--- src/rtl/game_uart_reporter.sv ---
// game_uart_reporter: turns game events (GO, SCORE, END) into ASCII status
// lines and feeds them, one byte at a time, to a shared UART transmitter.
// Events are captured on a registered edge-detect stage, buffered in a small
// FIFO, and each line's score/count_down are frozen when its message starts.
module game_uart_reporter #(
   parameter int SCORE_DIGITS = 4,
   parameter int CD_W         = 8,
   parameter int QDEPTH       = 4
) (
   input  logic                      clk,
   input  logic                      reset_n,
   input  logic                      enable,
   input  logic                      start,
   input  logic                      over,
   input  logic                      score_inc,
   input  logic [4*SCORE_DIGITS-1:0] score,
   input  logic [CD_W-1:0]           count_down,
   input  logic                      tx_busy,
   output logic                      tx_transmit,
   output logic [7:0]                tx_byte,
   output logic                      busy,
   output logic [7:0]                drop_cnt
);

   localparam int SC_W   = 4 * SCORE_DIGITS;
   localparam int HEX_D  = CD_W / 4;
   localparam int SC_LEN = SCORE_DIGITS + HEX_D + 5;
   localparam int IDX_W  = $clog2(SC_LEN + 1);
   localparam int PW     = $clog2(QDEPTH);

   typedef enum logic [1:0] {EV_GO, EV_SCORE, EV_END} ev_t;
   typedef enum logic [2:0] {IDLE, LOAD, SEND, GAP, WAITB} state_t;

   state_t               state;
   ev_t                  kind;
   logic [IDX_W-1:0]     idx;
   logic [SC_W-1:0]      sc_snap;
   logic [CD_W-1:0]      cd_snap;

   logic                 prev_start;
   logic                 prev_over;
   logic                 ev_go;
   logic                 ev_sc;
   logic                 ev_end;

   ev_t                  q_mem [QDEPTH];
   logic [PW-1:0]        rd_ptr;
   logic [PW-1:0]        wr_ptr;
   logic [PW:0]          q_cnt;
   ev_t                  q_head;

   logic                 pop;
   logic [PW+1:0]        free;
   logic                 ok_go;
   logic                 ok_sc;
   logic                 ok_end;
   logic [1:0]           slot_sc;
   logic [1:0]           slot_end;
   logic [1:0]           n_push;
   logic [1:0]           n_ev;
   logic [1:0]           n_drop;
   logic [8:0]           drop_sum;
   logic [PW-1:0]        wa_sc;
   logic [PW-1:0]        wa_end;

   // ASCII for one nibble: 0-9 -> '0'-'9', 10-15 -> 'A'-'F'
   function automatic logic [7:0] enc_digit(input logic [3:0] d);
      if (d < 4'd10) return 8'h30 + {4'h0, d};
      return 8'h37 + {4'h0, d};
   endfunction

   // Index of the final byte (LF) of each message type
   function automatic logic [IDX_W-1:0] last_idx(input ev_t k);
      case (k)
         EV_GO:    return IDX_W'(3);
         EV_SCORE: return IDX_W'(SC_LEN - 1);
         default:  return IDX_W'(4);
      endcase
   endfunction

   // Byte at position i of a message; digits are sent MSD first
   function automatic logic [7:0] msg_byte(input ev_t k, input logic [IDX_W-1:0] i_idx,
                                           input logic [SC_W-1:0] sc, input logic [CD_W-1:0] cd);
      int i;
      i = int'(i_idx);
      msg_byte = 8'h0A;
      case (k)
         EV_GO: begin
            case (i)
               0:       msg_byte = 8'h47;
               1:       msg_byte = 8'h4F;
               2:       msg_byte = 8'h0D;
               default: msg_byte = 8'h0A;
            endcase
         end
         EV_END: begin
            case (i)
               0:       msg_byte = 8'h45;
               1:       msg_byte = 8'h4E;
               2:       msg_byte = 8'h44;
               3:       msg_byte = 8'h0D;
               default: msg_byte = 8'h0A;
            endcase
         end
         default: begin
            if (i == 0)
               msg_byte = 8'h53;
            else if (i <= SCORE_DIGITS)
               msg_byte = enc_digit(4'(sc >> (4 * (SCORE_DIGITS - i))));
            else if (i == SCORE_DIGITS + 1)
               msg_byte = 8'h20;
            else if (i == SCORE_DIGITS + 2)
               msg_byte = 8'h54;
            else if (i <= SCORE_DIGITS + 2 + HEX_D)
               msg_byte = enc_digit(4'(cd >> (4 * (SCORE_DIGITS + 2 + HEX_D - i))));
            else if (i == SCORE_DIGITS + 3 + HEX_D)
               msg_byte = 8'h0D;
            else
               msg_byte = 8'h0A;
         end
      endcase
   endfunction

   // Edge detection and event capture; events are registered before enqueue
   always_ff @(posedge clk) begin
      if (!reset_n) begin
         prev_start <= 1'b0;
         prev_over  <= 1'b0;
         ev_go      <= 1'b0;
         ev_sc      <= 1'b0;
         ev_end     <= 1'b0;
      end else begin
         prev_start <= start;
         prev_over  <= over;
         ev_go      <= enable & start & ~prev_start;
         ev_sc      <= enable & score_inc;
         ev_end     <= enable & over & ~prev_over;
      end
   end

   // Slot allocation: GO, SCORE, END take consecutive free slots in that order,
   // with room counted after this cycle's pop
   always_comb begin
      pop      = (state == LOAD);
      free     = (PW+2)'(QDEPTH) - {1'b0, q_cnt} + {{(PW+1){1'b0}}, pop};
      ok_go    = ev_go && (free != '0);
      slot_sc  = {1'b0, ok_go};
      ok_sc    = ev_sc && (free > (PW+2)'(slot_sc));
      slot_end = slot_sc + {1'b0, ok_sc};
      ok_end   = ev_end && (free > (PW+2)'(slot_end));
      n_push   = slot_end + {1'b0, ok_end};
      n_ev     = {1'b0, ev_go} + {1'b0, ev_sc} + {1'b0, ev_end};
      n_drop   = n_ev - n_push;
      drop_sum = {1'b0, drop_cnt} + {7'h00, n_drop};
      wa_sc    = wr_ptr + PW'(slot_sc);
      wa_end   = wr_ptr + PW'(slot_end);
      q_head   = q_mem[rd_ptr];
   end

   // Queue pointers, occupancy and saturating drop counter
   always_ff @(posedge clk) begin
      if (!reset_n) begin
         rd_ptr   <= '0;
         wr_ptr   <= '0;
         q_cnt    <= '0;
         drop_cnt <= 8'h00;
      end else begin
         if (pop) rd_ptr <= rd_ptr + PW'(1);
         wr_ptr   <= wr_ptr + PW'(n_push);
         q_cnt    <= q_cnt - (PW+1)'(pop) + (PW+1)'(n_push);
         drop_cnt <= drop_sum[8] ? 8'hFF : drop_sum[7:0];
      end
   end

   // Queue storage; contents need no reset since occupancy is tracked separately
   always_ff @(posedge clk) begin
      if (ok_go)  q_mem[wr_ptr] <= EV_GO;
      if (ok_sc)  q_mem[wa_sc]  <= EV_SCORE;
      if (ok_end) q_mem[wa_end] <= EV_END;
   end

   // Freeze message type and the values it reports when the message starts
   always_ff @(posedge clk) begin
      if (state == LOAD) begin
         kind    <= q_head;
         sc_snap <= score;
         cd_snap <= count_down;
      end
   end

   // Transmit sequencer: one strobe, one latency cycle, then wait for the UART
   always_ff @(posedge clk) begin
      if (!reset_n) begin
         state       <= IDLE;
         idx         <= '0;
         tx_transmit <= 1'b0;
         tx_byte     <= 8'h00;
      end else begin
         case (state)
            IDLE: begin
               tx_transmit <= 1'b0;
               // also wait out a UART still busy from a line abandoned by reset
               if (q_cnt != '0 && !tx_busy) state <= LOAD;
            end
            LOAD: begin
               idx         <= '0;
               tx_transmit <= 1'b1;
               tx_byte     <= msg_byte(q_head, IDX_W'(0), score, count_down);
               state       <= SEND;
            end
            SEND: begin
               tx_transmit <= 1'b0;
               state       <= GAP;
            end
            GAP: begin
               state <= WAITB;
            end
            WAITB: begin
               if (!tx_busy) begin
                  if (idx != last_idx(kind)) begin
                     idx         <= idx + IDX_W'(1);
                     tx_transmit <= 1'b1;
                     tx_byte     <= msg_byte(kind, idx + IDX_W'(1), sc_snap, cd_snap);
                     state       <= SEND;
                  end else begin
                     state <= IDLE;
                  end
               end
            end
            default: begin
               tx_transmit <= 1'b0;
               state       <= IDLE;
            end
         endcase
      end
   end

   assign busy = (q_cnt != '0) || (state != IDLE);

endmodule
--- config.mk ---
export PLATFORM = sky130hd
export DESIGN_NAME = game_uart_reporter
export DESIGN_NICKNAME = d
export VERILOG_FILES = /design/src/rtl/game_uart_reporter.sv
export SDC_FILE = /design/constraint.sdc
export NUM_CORES = 1
export LEC_CHECK = 0
export CORE_AREA = 2 2 98 100
export CTS_CLUSTER_SIZE = 12
export DETAILED_ROUTE_END_ITERATION = 8
export DIE_AREA = 0 0 100 102
export PLACE_DENSITY = 0.8
export SLEW_MARGIN = 30
export SYNTH_ARGS = -nofsm -noshare
export SYNTH_HDL_FRONTEND = slang
export SYNTH_SLANG_ARGS = --single-unit
--- constraint.sdc ---
create_clock -name clk -period 7.3 [get_ports clk]
set_clock_uncertainty 0.05 [all_clocks]
set_input_delay 1.095 -clock clk [delete_from_list [all_inputs] [get_ports clk]]
set_output_delay 1.095 -clock clk [all_outputs]
set_load 0.005 [all_outputs]
## Word-level counts from Yosys, hierarchy flattened

Memory sizes are Yosys's and may differ from the RTL's. A register that Yosys moved wholly into a read port is not among the register bits.
Cells that the tools add are included.

- Register bits: 62
- RAM bits: 8
- Input bits: 31
- Output and inout port bits: 18
- Memories: 1

- Add/subtract/negate cells: 21
- $lt $le $gt $ge: 6
- Eq/ne operators: 17
- Shifts and indexed selects: 2
- Muxes and demuxes: 59
- Bitwise gates (word level): 8
- Reductions and logical operators: 19

Memory list:

| memory | depth | bits a word | rd ports | clocked after memory_dff | write ports | RTL line | source |
|---|---|---|---|---|---|---|---|
| q_mem | 4 | 2 | 1 | 1 | 3 | 46 | `ev_t q_mem [QDEPTH];` |

Operator list:

| operator | number |
|---|---|
| $mux 8 | 12 |
| $pmux 8 s2 | 2 |
| $shr 16x32->4 | 1 |
| $shr 8x32->4 | 1 |
| $add 6x4->7 const A | 4 |
| $pmux 7 s4 | 1 |
| $mux 1 | 27 |
| $pmux 7 s3 | 1 |
| $mux 4 | 5 |
| $pmux 4 s2 | 2 |
| $pmux 3 s5 | 1 |
| $eq 4x4->1 const B | 3 |
| $pmux 5 s2 | 1 |
| $add 8x2->9 | 1 |
| $mux 3 | 3 |
| $eq 4x2->1 const B | 2 |
| $logic_not 4->1 | 2 |
| $lt 4x4->1 const B | 2 |
| $add 2x1->2 | 3 |
| $eq 3x2->1 const B | 2 |
| $mux 2 | 3 |
| $ne 2x2->1 const B | 3 |
| $reduce_and 3->1 | 2 |
| $reduce_bool 3->1 | 2 |
| other kinds (33) | 46 |

## Longest topological paths before layout

- Depth after elaboration: 25
- Depth in mapped cells: 32
- Depth with buffers taken out: 31

## Worst setup path after synthesis

Ideal clock, no wire load.

- Path type: flip-flop to flip-flop
- Start: register state[0]
- End: register drop_cnt[2]
- Arrival time: 6289 ps
- Setup slack: 834 ps
- Stages on the path, launching flop included: 33
- Path buffers: 1
- Cell sequence: dfxtp_1 > and2b_1 > nand2b_1 > buf_2 > ha_1 > inv_1 > ha_1 > nor4bb_1 > o21bai_1 > o21ai_0 > inv_1 > ha_1 > nor2_1 > o21ai_0 > inv_1 > ha_1 > inv_1 > ha_1 > a21oi_1 > a21oi_1 > o21ai_0 > fa_1 > inv_1 > ha_1 > fa_1 > xnor2_1 > xnor2_1 > fa_1 > and3_1 > nand2_1 > nor2_1 > nor2_1 > nor2_1

- Word-level cells in the longest chain between the ends: 13

RTL lines:

| element | RTL line | source |
|---|---|---|
| from (decl) | 34 | `state_t state;` |
| from (signal assigned) | 194 | `state <= IDLE;` |
| from (signal assigned) | 203 | `if (q_cnt != '0 && !tx_busy) state <= LOAD;` |
| from (signal assigned) | 209 | `state <= SEND;` |
| $eq 3x1->1 * | 144 | `pop = (state == LOAD);` |
| $add 4x1->4 * | 145 | `free = (PW+2)'(QDEPTH) - {1'b0, q_cnt} + {{(PW+1){1'b0}}, pop};` |
| $reduce_bool 4->1 | 146 | `ok_go = ev_go && (free != '0);` |
| $logic_and 1x1->1 | 146 |  |
| $gt 4x1->1 | 148 | `ok_sc = ev_sc && (free > (PW+2)'(slot_sc));` |
| $logic_and 1x1->1 | 148 |  |
| $add 1x1->2 | 149 | `slot_end = slot_sc + {1'b0, ok_sc};` |
| $gt 4x2->1 | 150 | `ok_end = ev_end && (free > (PW+2)'(slot_end));` |
| $logic_and 1x1->1 | 150 |  |
| $add 2x1->2 * | 151 | `n_push = slot_end + {1'b0, ok_end};` |
| $sub 2x2->2 * | 153 | `n_drop = n_ev - n_push;` |
| $add 8x2->9 * | 154 | `drop_sum = {1'b0, drop_cnt} + {7'h00, n_drop};` |
| $mux 8 * | 171 | `drop_cnt <= drop_sum[8] ? 8'hFF : drop_sum[7:0];` |
| to (signal assigned) | 171 |  |
| to (decl) | 22 | `output logic [7:0] drop_cnt` |

Every way passes the cells marked *; elsewhere a longest branch is shown, timed or not.
A chain may end at the register's enable or synchronous reset.

## Worst setup path in the final report

- Start: register state[0]
- End: register drop_cnt[1]

The elaborated chain is that of the path after synthesis.

==> results.json <==
{
  "status": "complete, no violations",
  "die_w_um": 100,
  "relSlewSlack_pct": 45.53,
  "grt_pass1_vias": 3210,
  "crit_top_cell": "ha_1",
  "drc": 0,
  "syn_nets": 488,
  "drt_iter0_markers": 251,
  "antenna_left": 0,
  "ys_seq_area_share_pct": 39.99,
  "post-route-period-util_pct": 91.19,
  "cts_hold_buf": 0,
  "numPortBuffers": 47,
  "required_ps": 7520,
  "synth_common_cells": "dfxtp_1, nor2_1, edfxtp_1, nand2_1, nand3_1",
  "cp_max_fo": 7,
  "grt_max_degree": 33,
  "place_ws_ps": -36.73,
  "p_per_area_nw_per_um2": 280.0,
  "r2r_start": "state[0]",
  "finalSetupViolations": 0,
  "grt-ovfl-total": 0,
  "drive_gt1_share_pct": 11.32,
  "synth_top_area_share_pct": 21.42,
  "setup_slack_ps": 643.0,
  "r2r_setup_slack_ps": 640,
  "cp-startpoint": "state[0]",
  "cts_buffers": 9,
  "wl_um": 9351,
  "ctsHtreeMaxLevel": 3,
  "end_kind": "flop",
  "max_freq_mhz": 150.2,
  "holdPathStages": 2,
  "instances_no_fill": 588,
  "total_power_mw": 1.378,
  "rr_endpoint": "drop_cnt[1]",
  "ys_seq_elements": 71,
  "p_leak_nw": 1.794,
  "grt_pass1_wl_um": 15350,
  "postSynthAreaPerCell_um2": 9.734,
  "place_area_um2": 4712,
  "crit_type": "flop to flop",
  "worstSetupStartpointType": "flop",
  "root_buffer": "clkbuf_8",
  "async_flop_share_pct": 0,
  "area_delta_synth_final_pct": 17.02,
  "die_area_um2": 10200,
  "initial_utilization_pct": 46.17,
  "antenna_found_initial": 0,
  "synth_warnings": 0,
  "fin_crit_ps": 6657,
  "vdd.ir_drop.worst_v": 0.0001353,
  "cts_tree": "yes",
  "place_congestion": 0.9191,
  "synth.cell_area_um2": 4205,
  "cts_buffer_depth": 2,
  "hold_viol_final": 0,
  "clk-insertion-delay-late_ps": 360,
  "slowest_delay_ps": 500,
  "rsz0062_at_grt": "no",
  "utilization_pct": 54.02,
  "synthCells": 432,
  "synth.most_common_cell": "dfxtp_1",
  "dp_hpwl_um": 6820,
  "final_area_um2": 4921,
  "wl_per_cell_um": 15.90,
  "synth_edf_count": 26,
  "cap_violations": 0,
  "yosysTopAreaCell": "dfxtp_1",
  "clk_pin_slew_ps": 70,
  "groute.usage.overall_pct": 18.99,
  "io_pins": 49,
  "synth_top_flop_cell": "dfxtp_1",
  "ys_types": 74,
  "coreArea_um2": 9109,
  "nets": 528,
  "yosys-top-cells-area": "dfxtp_1, edfxtp_1, ha_1, nor2_1, mux4_2",
  "rows": 35,
  "endpoint": "drop_cnt[1]",
  "cp.arrival_ps": 6870,
  "dr_total_vias": 3383,
  "drv_slew": 0,
  "hold_path_class": "flop to flop",
  "first_pass_iters": 7,
  "via_per_inst": 5.753,
  "place_inst": 572,
  "clock_sinks": 71,
  "die_y_um": 102,
  "worstMarginPinSlew_ps": 814.5,
  "antenna_cells": 0,
  "rr_worst_depth": 31,
  "cpMaxStageDelayCell": "fa_1"
}
## what timing repair did
action,CTS,global route
gates resized for setup,1,6
setup buffers,0,0
setup endpoints to repair,5,8
pin swaps,0,0
cloned,0,0
## area by class of cell
type                       count  area (um2)
clock buffer                  12       166.4
clock inverter                 4       26.28
fill                         807        4188
inverter                      25       93.84
multi-input combinational    316        2328
sequential                    71        1682
tap                          111       138.9
timing repair buffer          49       485.5
## worst min-delay path by stage
stage | startpoint | end
floorplan | q_mem[3][0] | q_mem[3][0]
finish | q_mem[2][0] | q_mem[2][0]
global placement | q_mem[1][0] | q_mem[1][0]
CTS | q_mem[2][0] | q_mem[2][0]
detailed placement | q_mem[0][0] | q_mem[0][0]
global route | tx_byte[1] | tx_byte[1]
## sequential cells by signal, summed over array words and instances (netlist names), named ones only
name	flops
tx_byte	7
q_mem	8
sc_snap	16
tx_transmit	1
prev_over	1
ev_end	1
wr_ptr	2
prev_start	1
idx	4
cd_snap	8
q_cnt	3
state	3
rd_ptr	2
drop_cnt	8
ev_go	1
kind	2
ev_sc	1
## placed cells by master (no fill, tap or decap), types with 8 or more instances in the layout
| master | count |
|---|---|
| nor3_1 | 8 |
| inv_1 | 22 |
| a21oi_1 | 23 |
| o21ai_1 | 9 |
| nand3_1 | 25 |
| xnor2_1 | 14 |
| clkbuf_8 | 10 |
| nand2_1 | 26 |
| ha_1 | 21 |
| nor2_1 | 36 |
| clkdlybuf4s50_1 | 47 |
| o21ai_0 | 11 |
| dfxtp_1 | 45 |
| edfxtp_1 | 26 |
| nor2b_1 | 12 |
## where the power goes
group	internal (mW)	switching, mW
Sequential	0.512	0.0774
Combinational	0.239	0.241
Clock	0.154	0.155
## routing by layer
| layer | GRT usage [%] | wire [um] |
|---|---|---|
| met1 | 25.55 | 4180 |
| met2 | 30.61 | 4440 |
| met3 | 3.625 | 533 |
| met4 | 7.376 | 196 |
| met5 | 0 | 0 |
## logic make-up after synthesis
group,share of synthesized area (%)
flops,39.99
mux,5.564
buf+inv,5.028
other cells,0.08917
compound gates,18.18
fa+ha+maj,8.152
xor+xnor,4.165
simple gates,18.83
## per-stage QoR
step	setup TNS, ps	hold WS, ps
after global routing	0	459.3
final	0	424.1
after CTS	0	431.5
after floorplan	0	391.0
after detailed placement	-64.19	414.0
after global placement	0	410.8
## critical path, delay by kind of cell, from the launching register on
family,cells,cell delay [ps]
buffers and inverters,5,550
AND/OR/NAND/NOR,9,1460
AO/OA/AOI/OAI,6,1130
flip-flops,1,450
adder cells (fa/ha/maj),9,2540
XOR/XNOR,2,400
Power figures use the tool's default switching activity.
